<file path="src/rtl/serial_addsub_pkg.sv">
// Shared types and elaboration helpers for the digit-serial adder/subtractor.
package serial_addsub_pkg;

    typedef enum logic [1:0] {
        IDLE = 2'd0,
        RUN  = 2'd1,
        DONE = 2'd2
    } state_t;

    // Number of RUN cycles needed to sweep the whole operand.
    function automatic int calc_steps(input int width, input int digit);
        return width / digit;
    endfunction

    // Legal configuration: digit divides width and fits inside it.
    function automatic bit cfg_ok(input int width, input int digit);
        return (digit >= 1) && (digit <= width) && ((width % digit) == 0);
    endfunction

endpackage

</file>
<file path="src/rtl/serial_addsub_digit_adder.sv">
// DIGIT-bit ripple-carry adder; also exposes the carry into its top bit so
// the caller can form two's-complement overflow on the final digit.
module digit_adder #(
    parameter int DIGIT = 4
) (
    input  logic [DIGIT-1:0] a,
    input  logic [DIGIT-1:0] b,
    input  logic             ci,
    output logic [DIGIT-1:0] s,
    output logic             co,
    output logic             c_msb
);

    logic [DIGIT:0] c;

    assign c[0] = ci;

    for (genvar i = 0; i < DIGIT; i++) begin : g_fa
        assign s[i]   = a[i] ^ b[i] ^ c[i];
        assign c[i+1] = (a[i] & b[i]) | (c[i] & (a[i] ^ b[i]));
    end

    assign co    = c[DIGIT];
    assign c_msb = c[DIGIT-1];

endmodule

</file>
<file path="src/rtl/serial_addsub.sv">
// Multi-cycle adder/subtractor: one DIGIT-bit slice per clock, LS digit
// first, with start/busy/done handshake and signed-overflow flag.
module serial_addsub
    import serial_addsub_pkg::*;
#(
    parameter int WIDTH = 16,
    parameter int DIGIT = 4
) (
    input  logic             clk,
    input  logic             rst,
    input  logic             start,
    input  logic             sub,
    input  logic [WIDTH-1:0] a,
    input  logic [WIDTH-1:0] b,
    input  logic             cin,
    output logic             busy,
    output logic             done,
    output logic [WIDTH-1:0] s,
    output logic             cout,
    output logic             ovf
);

    localparam int STEPS = calc_steps(WIDTH, DIGIT);
    localparam int CNT_W = (STEPS > 1) ? $clog2(STEPS) : 1;
    localparam int IDX_W = (WIDTH > 1) ? $clog2(WIDTH) : 1;

    if (!cfg_ok(WIDTH, DIGIT)) begin : g_cfg_check
        $error("serial_addsub: WIDTH must be a multiple of DIGIT and DIGIT <= WIDTH");
    end

    state_t             state;
    state_t             state_nxt;
    logic [CNT_W-1:0]   cnt;
    logic [WIDTH-1:0]   op_a;
    logic [WIDTH-1:0]   op_b;
    logic               carry;
    logic               last_step;
    logic               accept;
    logic [IDX_W-1:0]   dig_lo;
    logic [DIGIT-1:0]   dig_s;
    logic               dig_co;
    logic               dig_cmsb;

    assign last_step = (cnt == CNT_W'(STEPS - 1));
    // A new operation is taken in IDLE or directly from DONE (back-to-back).
    assign accept    = start && ((state == IDLE) || (state == DONE));
    assign dig_lo    = IDX_W'(int'(cnt) * DIGIT);

    // Single shared slice adder, steered to the current digit by the counter.
    digit_adder #(
        .DIGIT (DIGIT)
    ) u_digit (
        .a     (op_a[dig_lo +: DIGIT]),
        .b     (op_b[dig_lo +: DIGIT]),
        .ci    (carry),
        .s     (dig_s),
        .co    (dig_co),
        .c_msb (dig_cmsb)
    );

    // State register.
    always_ff @(posedge clk or posedge rst) begin
        if (rst) begin
            state <= IDLE;
        end else begin
            state <= state_nxt;
        end
    end

    // Next-state logic; start during RUN is deliberately not looked at.
    always_comb begin
        state_nxt = state;
        case (state)
            IDLE:    if (start) state_nxt = RUN;
            RUN:     if (last_step) state_nxt = DONE;
            DONE:    state_nxt = start ? RUN : IDLE;
            default: state_nxt = IDLE;
        endcase
    end

    // Operand capture, per-digit accumulation and final flag capture.
    always_ff @(posedge clk or posedge rst) begin
        if (rst) begin
            cnt   <= '0;
            op_a  <= '0;
            op_b  <= '0;
            carry <= 1'b0;
            s     <= '0;
            cout  <= 1'b0;
            ovf   <= 1'b0;
        end else if (accept) begin
            // Subtraction is a + ~b + 1, so invert B and force carry-in.
            op_a  <= a;
            op_b  <= sub ? ~b : b;
            carry <= sub ? 1'b1 : cin;
            cnt   <= '0;
        end else if (state == RUN) begin
            s[dig_lo +: DIGIT] <= dig_s;
            carry              <= dig_co;
            if (last_step) begin
                cout <= dig_co;
                ovf  <= dig_co ^ dig_cmsb;
                cnt  <= '0;
            end else begin
                cnt  <= cnt + CNT_W'(1);
            end
        end
    end

    assign busy = (state == RUN);
    assign done = (state == DONE);

endmodule

</file>
<file path="config.mk">
export PLATFORM = sky130hd
export DESIGN_NAME = serial_addsub
export DESIGN_NICKNAME = d
export VERILOG_FILES = /design/src/rtl/serial_addsub_pkg.sv /design/src/rtl/serial_addsub_digit_adder.sv /design/src/rtl/serial_addsub.sv
export SDC_FILE = /design/constraint.sdc
export NUM_CORES = 1
export LEC_CHECK = 0
export CAP_MARGIN = 20
export CORE_MARGIN = 2
export CORE_UTILIZATION = 50
export DETAILED_ROUTE_END_ITERATION = 8
export GPL_ROUTABILITY_DRIVEN = 0
export PLACE_DENSITY = 0.88
export SLEW_MARGIN = 20
export SYNTH_ARGS = -nofsm -noshare
export SYNTH_HDL_FRONTEND = slang
export SYNTH_SLANG_ARGS = --single-unit
</file>
<file path="constraint.sdc">
create_clock -name clk -period 3.3 [get_ports clk]
set_input_delay 0.495 -clock clk [delete_from_list [all_inputs] [get_ports clk]]
set_output_delay 0.495 -clock clk [all_outputs]
set_load 0.01 [all_outputs]
</file>
==> metrics, run 1 <==
outcome=finished clean; Slew HR=0.391; clk_lat worst skew=slightly above 0.3 ns; sequential fraction of the synthesis area=0.511; Max Clk Rate=between 300 and 400 MHz; Peak supply drop=between 500 and 600 uV; combinational power share=0.522; Bufs on Longest Clock Path=2; Synth Cell Area=roughly 2700 sq um; Clock transition at path regs=0.10 ns; cts bufs inserted=5; via count=between 1500 and 2000; Die H=roughly 77 microns; worst r2r src=cnt[0]$_DFFE_PP0P_; Die Wd=77.4 microns; root buffer cell=clkbuf_8; CTS Hold Bufs=0; Min-Delay Startpoint=op_a[12]$_DFFE_PP0P_; GRT overflow=0; Post-Route WL=5170 microns; setup violators final=0; drt via density=5.14; Critical-path top delay cell=fa_1; fin crit period=a little under 3 ns; critical-path cell list=buf_4 -> mux4_2 -> inv_1 -> fa_1 -> inv_1 -> fa_1 -> fa_1 -> nand3_1 -> o21ai_0; first-pass GRT wire length=9070 microns; die area=approximately 6000 sq um; CP peak stage delay=roughly 0.58 ns; max-cap violation count=0; RSZ-0062 raised after global routing=false; site row count=26; CTS H-tree depth=2; Crit. End Element=register; DRC Markers=0; CP most frequent cell=fa_1; #FFs+latches synth=55; leakage=roughly 1.5 nW; DR pass1 iterations=4; Detail Placement HPWL=3960 microns; clock network power share=0.110; Final ANT Viol Nets=0; flop-to-flop setup slack=~0.33 ns; vias in the first global route=between 1500 and 2000; Sink Count=55; DR iter-0 viols=138; largest net degree at the start of global routing=56; syn_area_per_cell=~10 sq um; Top Ports=57; WP data arrival=between 3 and 4 ns; NetSw=~0.0013 W; Initial Util=0.524; Startpoint Class=register; worst endpoint required time=between 3 and 4 ns; Antenna diodes=0; Max Fanout on Critical Path=12; Worst Reg2Reg Path Length in Cells=9; Yosys cell types=31; Hold Path End=op_a[12]$_DFFE_PP0P_; hold path depth=2; Syn Nets=about 310; Final Hold Viols=0; CP delay by family, top=adder cells; Port-buffer cells=between 50 and 60; final net count=around 360; CTS tree=built; CORE AREA=slightly above 5000 sq um; clock skew=between 0.007 and 0.008 ns; worst r2r dst=s[7]$_DFFE_PP0P_; setup TNS=0 ns; worst slew pin tran=roughly 0.91 ns; Area growth, synth to finish=24.4%; max-slew violation count=0; pwr dens=between 900 and 1000 nW/um^2; final period utilization=0.901; # Post-CTS Setup Buffers=0; WL/cell=approximately 14 microns; Min-Delay Path Class=register to register; Cells after Synth=between 200 and 300; Pint=around 0.0019 W; dpl ws=approximately 0.33 ns; Final Util=0.652; critical path type=register to register; initial antenna violation count=0; YS warnings=0; CP Buf/Inv Count=3; Sw Ratio=0.402; gr usage total=0.191; Flop pwr share=0.368; PostCTS Resize Cnt=0; proportion of layout cells with a drive suffix above 1=0.0833; final setup margin=around 0.33 ns
-- cells in the mapped netlist --
cell type   n  share of area
nand2_1    80           0.11
o21ai_0    23          0.043
nor2b_1     3         0.0070
inv_2       2         0.0028
a22o_1      3         0.0098
o2bb2ai_1   2         0.0065
inv_1       9          0.013
a21oi_1     2         0.0037
dfrtp_1    55           0.51
a221o_1     1         0.0037
nand2b_2    2         0.0065
buf_6       3          0.013
buf_4       2         0.0056
mux2_4      1         0.0056
buf_2       7          0.013
nand4_1     1         0.0023
and4_1      1         0.0033
nand3b_1    4          0.011
and2b_1     1         0.0028
fa_1        4          0.030
nor2_1      4         0.0056
buf_8       1         0.0056
ha_1        6          0.028
a21o_1      1         0.0028
xnor2_1    17          0.055
o31ai_1     4          0.011
nand3_1     7          0.013
mux4_2      8          0.067
nor3_1      1         0.0019
and2_2      1         0.0028
o21ai_1     2         0.0037
-- power by group through the flow --
stage / clock, W / sequential [W] / combinational [W]
finish: 0.000356 / 0.00119 / 0.00168
global route: 0.000395 / 0.00123 / 0.00187
CTS: 0.000366 / 0.00119 / 0.00169
detailed placement: 0 / 0.00120 / 0.00169
global placement: 0 / 0.00118 / 0.00161
floorplan: 0 / 0.00116 / 0.00118
-- metrics by stage --
| step | hold WS, ns | total power [W] | instances | instance area (sq um) |
|---|---|---|---|---|
| 6_report | 0.483 | 0.00322 | 382 | 3350 |
| 4_1_cts | 0.489 | 0.00325 | 382 | 3350 |
| 3_5_place_dp | 0.463 | 0.00289 | 374 | 3270 |
| 3_3_place_gp | 0.457 | 0.00280 | 374 | 3270 |
| 2_1_floorplan | 0.440 | 0.00235 | 258 | 2690 |
| 5_1_grt | 0.516 | 0.00349 | 382 | 3350 |
-- worst min-delay path, cell delays in order, from the launching register on --
cell and delay, ns:
dfrtp_1 0.35, nand2_1 0.05, nand2_1 0.06
-- per-layer routing --
metal / GRT usage / share of wire / vias to the layer above
met2: 0.328 / 0.51 / 54
met5: 0 / 0 / -
met4: 0.0321 / 0.0062 / 0
li1: - / - / 954
met1: 0.253 / 0.44 / 952
met3: 0.0442 / 0.042 / 4
-- sequential cells by signal (all words and copies together), names as in the netlist --
signal and cells:
carry 1, cnt 2, cout 1, op_a 16
op_b 16, ovf 1, s 16, state 2
-- cells by family (layout without fill, tap and decap cells) --
logic type | Yosys count | count (layout) | synth area share
DFF | 55 | 55 | 0.511
adders and majority gates | 10 | 10 | 0.0576
and+or+nand+nor | 105 | 105 | 0.168
muxes | 9 | 9 | 0.0725
xor gates and xnor gates | 17 | 17 | 0.0553
AOI/OAI and AO/OA | 38 | 38 | 0.0841
buffers and inverters | 24 | 78 | 0.0520
-- final cells by class --
type	count	area, sq um
inverters	11	42.5
well taps	70	87.6
fillers	441	1790
multi-input cells	179	1180
clock inverters	3	15.0
flip-flops and latches	55	1380
clock buffers	5	68.8
repair buffers	59	583
-- worst max path at each step --
stage	startpoint	to	slack, ns	depth (start not counted)
floorplan	cnt[0]$_DFFE_PP0P_	carry$_DFFE_PP0P_	0.58	9
global placement	cnt[0]$_DFFE_PP0P_	s[3]$_DFFE_PP0P_	0.44	9
detailed placement	cnt[0]$_DFFE_PP0P_	s[7]$_DFFE_PP0P_	0.33	9
CTS	cnt[0]$_DFFE_PP0P_	s[7]$_DFFE_PP0P_	0.31	9
global route	cnt[0]$_DFFE_PP0P_	s[7]$_DFFE_PP0P_	0.07	9
finish	cnt[0]$_DFFE_PP0P_	s[7]$_DFFE_PP0P_	0.33	9
-- cell usage in the layout, fill, tap and decap left out --
cell,instances
nand2_1,80
clkdlybuf4s50_1,56
dfrtp_1,55
o21ai_0,23
xnor2_1,17
inv_1,8
mux4_2,8
nand3_1,7
ha_1,6
clkbuf_8,5
nor2_1,4
nand3b_1,4
o31ai_1,4
clkinv_2,4
fa_1,4
nor2b_1,3
a22o_1,3
buf_4,3
nand2b_2,2
inv_2,2
a21oi_1,2
o21ai_1,2
o2bb2ai_1,2
a221o_1,1
and2_2,1
mux2_4,1
and2b_1,1
nor3_1,1
a21o_1,1
nand4_1,1
and4_1,1
Power figures use the tool's default switching activity.
==> inputs of run 2 (changes only) <==
CAP_MARGIN = 25   (was 20)
CTS_CLUSTER_SIZE = 14   (was default)
clock period = 3.2 ns   (was 3.3 ns; I/O delays follow)
==> run 2 against run 1 <==
Effect of this change: flip-flop and latch count unchanged; final cell count increased by 0.26%; clock skew about the same; wire length is 2.3% higher; die area did not move; combinational power increased by 4%; register-to-register slack got worse by 0.12 ns; clock-buffer cell count is the same.
==> metrics, run 2 (synthesis gave the netlist of run 1 again) <==
outcome=finished clean; vias in the first global route=between 1500 and 2000; Crit. End Element=register; Worst Reg2Reg Path Length in Cells=9; worst slew pin tran=0.845 ns; CP most frequent cell=fa_1; leakage=1.51 nW; Pint=just over 0.002 W; largest net degree at the start of global routing=51; critical path type=register to register; Min-Delay Path Class=primary input to async pin; fin crit period=2.99 ns; commonest non-fill, non-tap cell in the layout=nand2_1; most frequent cells in the layout=nand2_1 (80), clkdlybuf4s50_1 (56), dfrtp_1 (55), o21ai_0 (23), xnor2_1 (17); Min Hold Slack=between 0.4 and 0.5 ns; combinational power share=0.506; first-pass GRT wire length=approximately 9100 microns; Top Registers=op_a x16, op_b x16, s x16; Antenna diodes=0; Top Ports=57; CP delay by family, top=adder cells; pwr dens=~1000 nW/um^2; Bufs on Longest Clock Path=2; Clock transition at path regs=about 0.1 ns; Final Hold Viols=0; clock skew=0.00735 ns; total power=approximately 0.0034 W; Startpoint Class=register; max-slew violation count=0; RSZ-0062 raised after global routing=false; DR pass1 iterations=5; Max Clk Rate=335 MHz; Max Fanout on Critical Path=7; Area growth, synth to finish=25.8%; flop-to-flop setup slack=0.21 ns; Sink Count=55; WL/cell=13.8 microns; max-cap violation count=0; final setup margin=between 0.2 and 0.25 ns; Flop pwr share=0.355; CTS tree=built; Peak supply drop=slightly below 400 uV; worst r2r src=cnt[0]$_DFFE_PP0P_; drt via density=5.07; final period utilization=0.934; initial antenna violation count=0; PostCTS Resize Cnt=0; site row count=26; Sw Ratio=0.396; Port-buffer cells=56; root buffer cell=clkbuf_8; gr usage total=0.192; setup TNS=0 ns; die area=5990 sq um; Detail Placement HPWL=around 4000 microns; fillers=about 440; dpl ws=around 0.21 ns; clock network power share=0.139; DRC Markers=0; CP peak stage delay=roughly 0.6 ns; proportion of layout cells with a drive suffix above 1=0.0863; worst r2r dst=s[3]$_DFFE_PP0P_; Final ANT Viol Nets=0; CORE AREA=~5000 sq um; CTS H-tree depth=2; DR iter-0 viols=about 60; Post-Route WL=approximately 5300 microns; # Post-CTS Setup Buffers=0; clk_lat worst skew=between 0.3 and 0.4 ns; WP data arrival=approximately 3.2 ns; CP Buf/Inv Count=2; Die Wd=77.4 microns; final net count=359; GRT overflow=0; critical-path cell list=mux4_2 -> inv_1 -> fa_1 -> fa_1 -> inv_1 -> fa_1 -> fa_1 -> nand3_1 -> o21ai_0; cts bufs inserted=5; Initial Util=0.524; setup violators final=0; via count=~1900; Critical-path top delay cell=fa_1; Die H=slightly below 80 microns; CTS Hold Bufs=0; NetSw=0.00136 W; worst endpoint required time=roughly 3.5 ns; Slew HR=0.435
## run 2: final cells by class
class                   instances  area, sq um  share of cell area
clock buffers                   5         68.8              0.0203
repair buffers                 60          591               0.174
clock inverters                 3         47.5              0.0140
flip-flops and latches         55         1380               0.406
well taps                      70         87.6              0.0258
multi-input cells             179         1180               0.347
inverters                      11         41.3              0.0122
## run 2: per-stage QoR
| step | util | instance area, sq um | instances |
|---|---|---|---|
| 4_1_cts | 0.659 | 3390 | 383 |
| 2_1_floorplan | - | 2690 | 258 |
| 6_report | 0.659 | 3390 | 383 |
| 3_5_place_dp | 0.637 | 3270 | 375 |
| 5_1_grt | 0.659 | 3390 | 383 |
| 3_3_place_gp | 0.637 | 3270 | 375 |
## run 2: routing by layer
layer | global-route usage | routed length, microns
met5 | 0 | 0
met2 | 0.334 | 2710
met3 | 0.0430 | 198
met4 | 0.0429 | 50
met1 | 0.246 | 2320
## run 2: worst register-to-register path, stage by stage (launching register included)
cell,delay [ns]
dfrtp_1,0.58
mux4_2,0.56
inv_1,0.09
fa_1,0.19
fa_1,0.19
inv_1,0.06
fa_1,0.42
fa_1,0.59
nand3_1,0.10
o21ai_0,0.14
## run 2: worst max path at each step
stage                        endpoint  slack [ns]  cells past startpoint          startpoint
detailed placement   s[3]$_DFFE_PP0P_        0.21                      9  cnt[0]$_DFFE_PP0P_
floorplan           carry$_DFFE_PP0P_        0.48                      9  cnt[0]$_DFFE_PP0P_
global placement     s[3]$_DFFE_PP0P_        0.35                      9  cnt[0]$_DFFE_PP0P_
global route        s[15]$_DFFE_PP0P_        0.02                      9  cnt[0]$_DFFE_PP0P_
CTS                  s[3]$_DFFE_PP0P_        0.19                      9  cnt[0]$_DFFE_PP0P_
finish               s[3]$_DFFE_PP0P_        0.21                      9  cnt[0]$_DFFE_PP0P_
## run 2: power by group through the flow
stage | Clock (W) | Sequential [W] | Combinational, W
after floorplan | 0 | 0.00120 | 0.00122
after global placement | 0 | 0.00123 | 0.00166
after detailed placement | 0 | 0.00124 | 0.00175
after CTS | 0.000483 | 0.00122 | 0.00175
after global routing | 0.000514 | 0.00126 | 0.00193
final | 0.000477 | 0.00122 | 0.00174
==> inputs of run 3 (changes only) <==
ABC_AREA = 0   (was default)
==> results of run 3 <==
The final DEF is identical to that of run 2; final timing and power are the same.
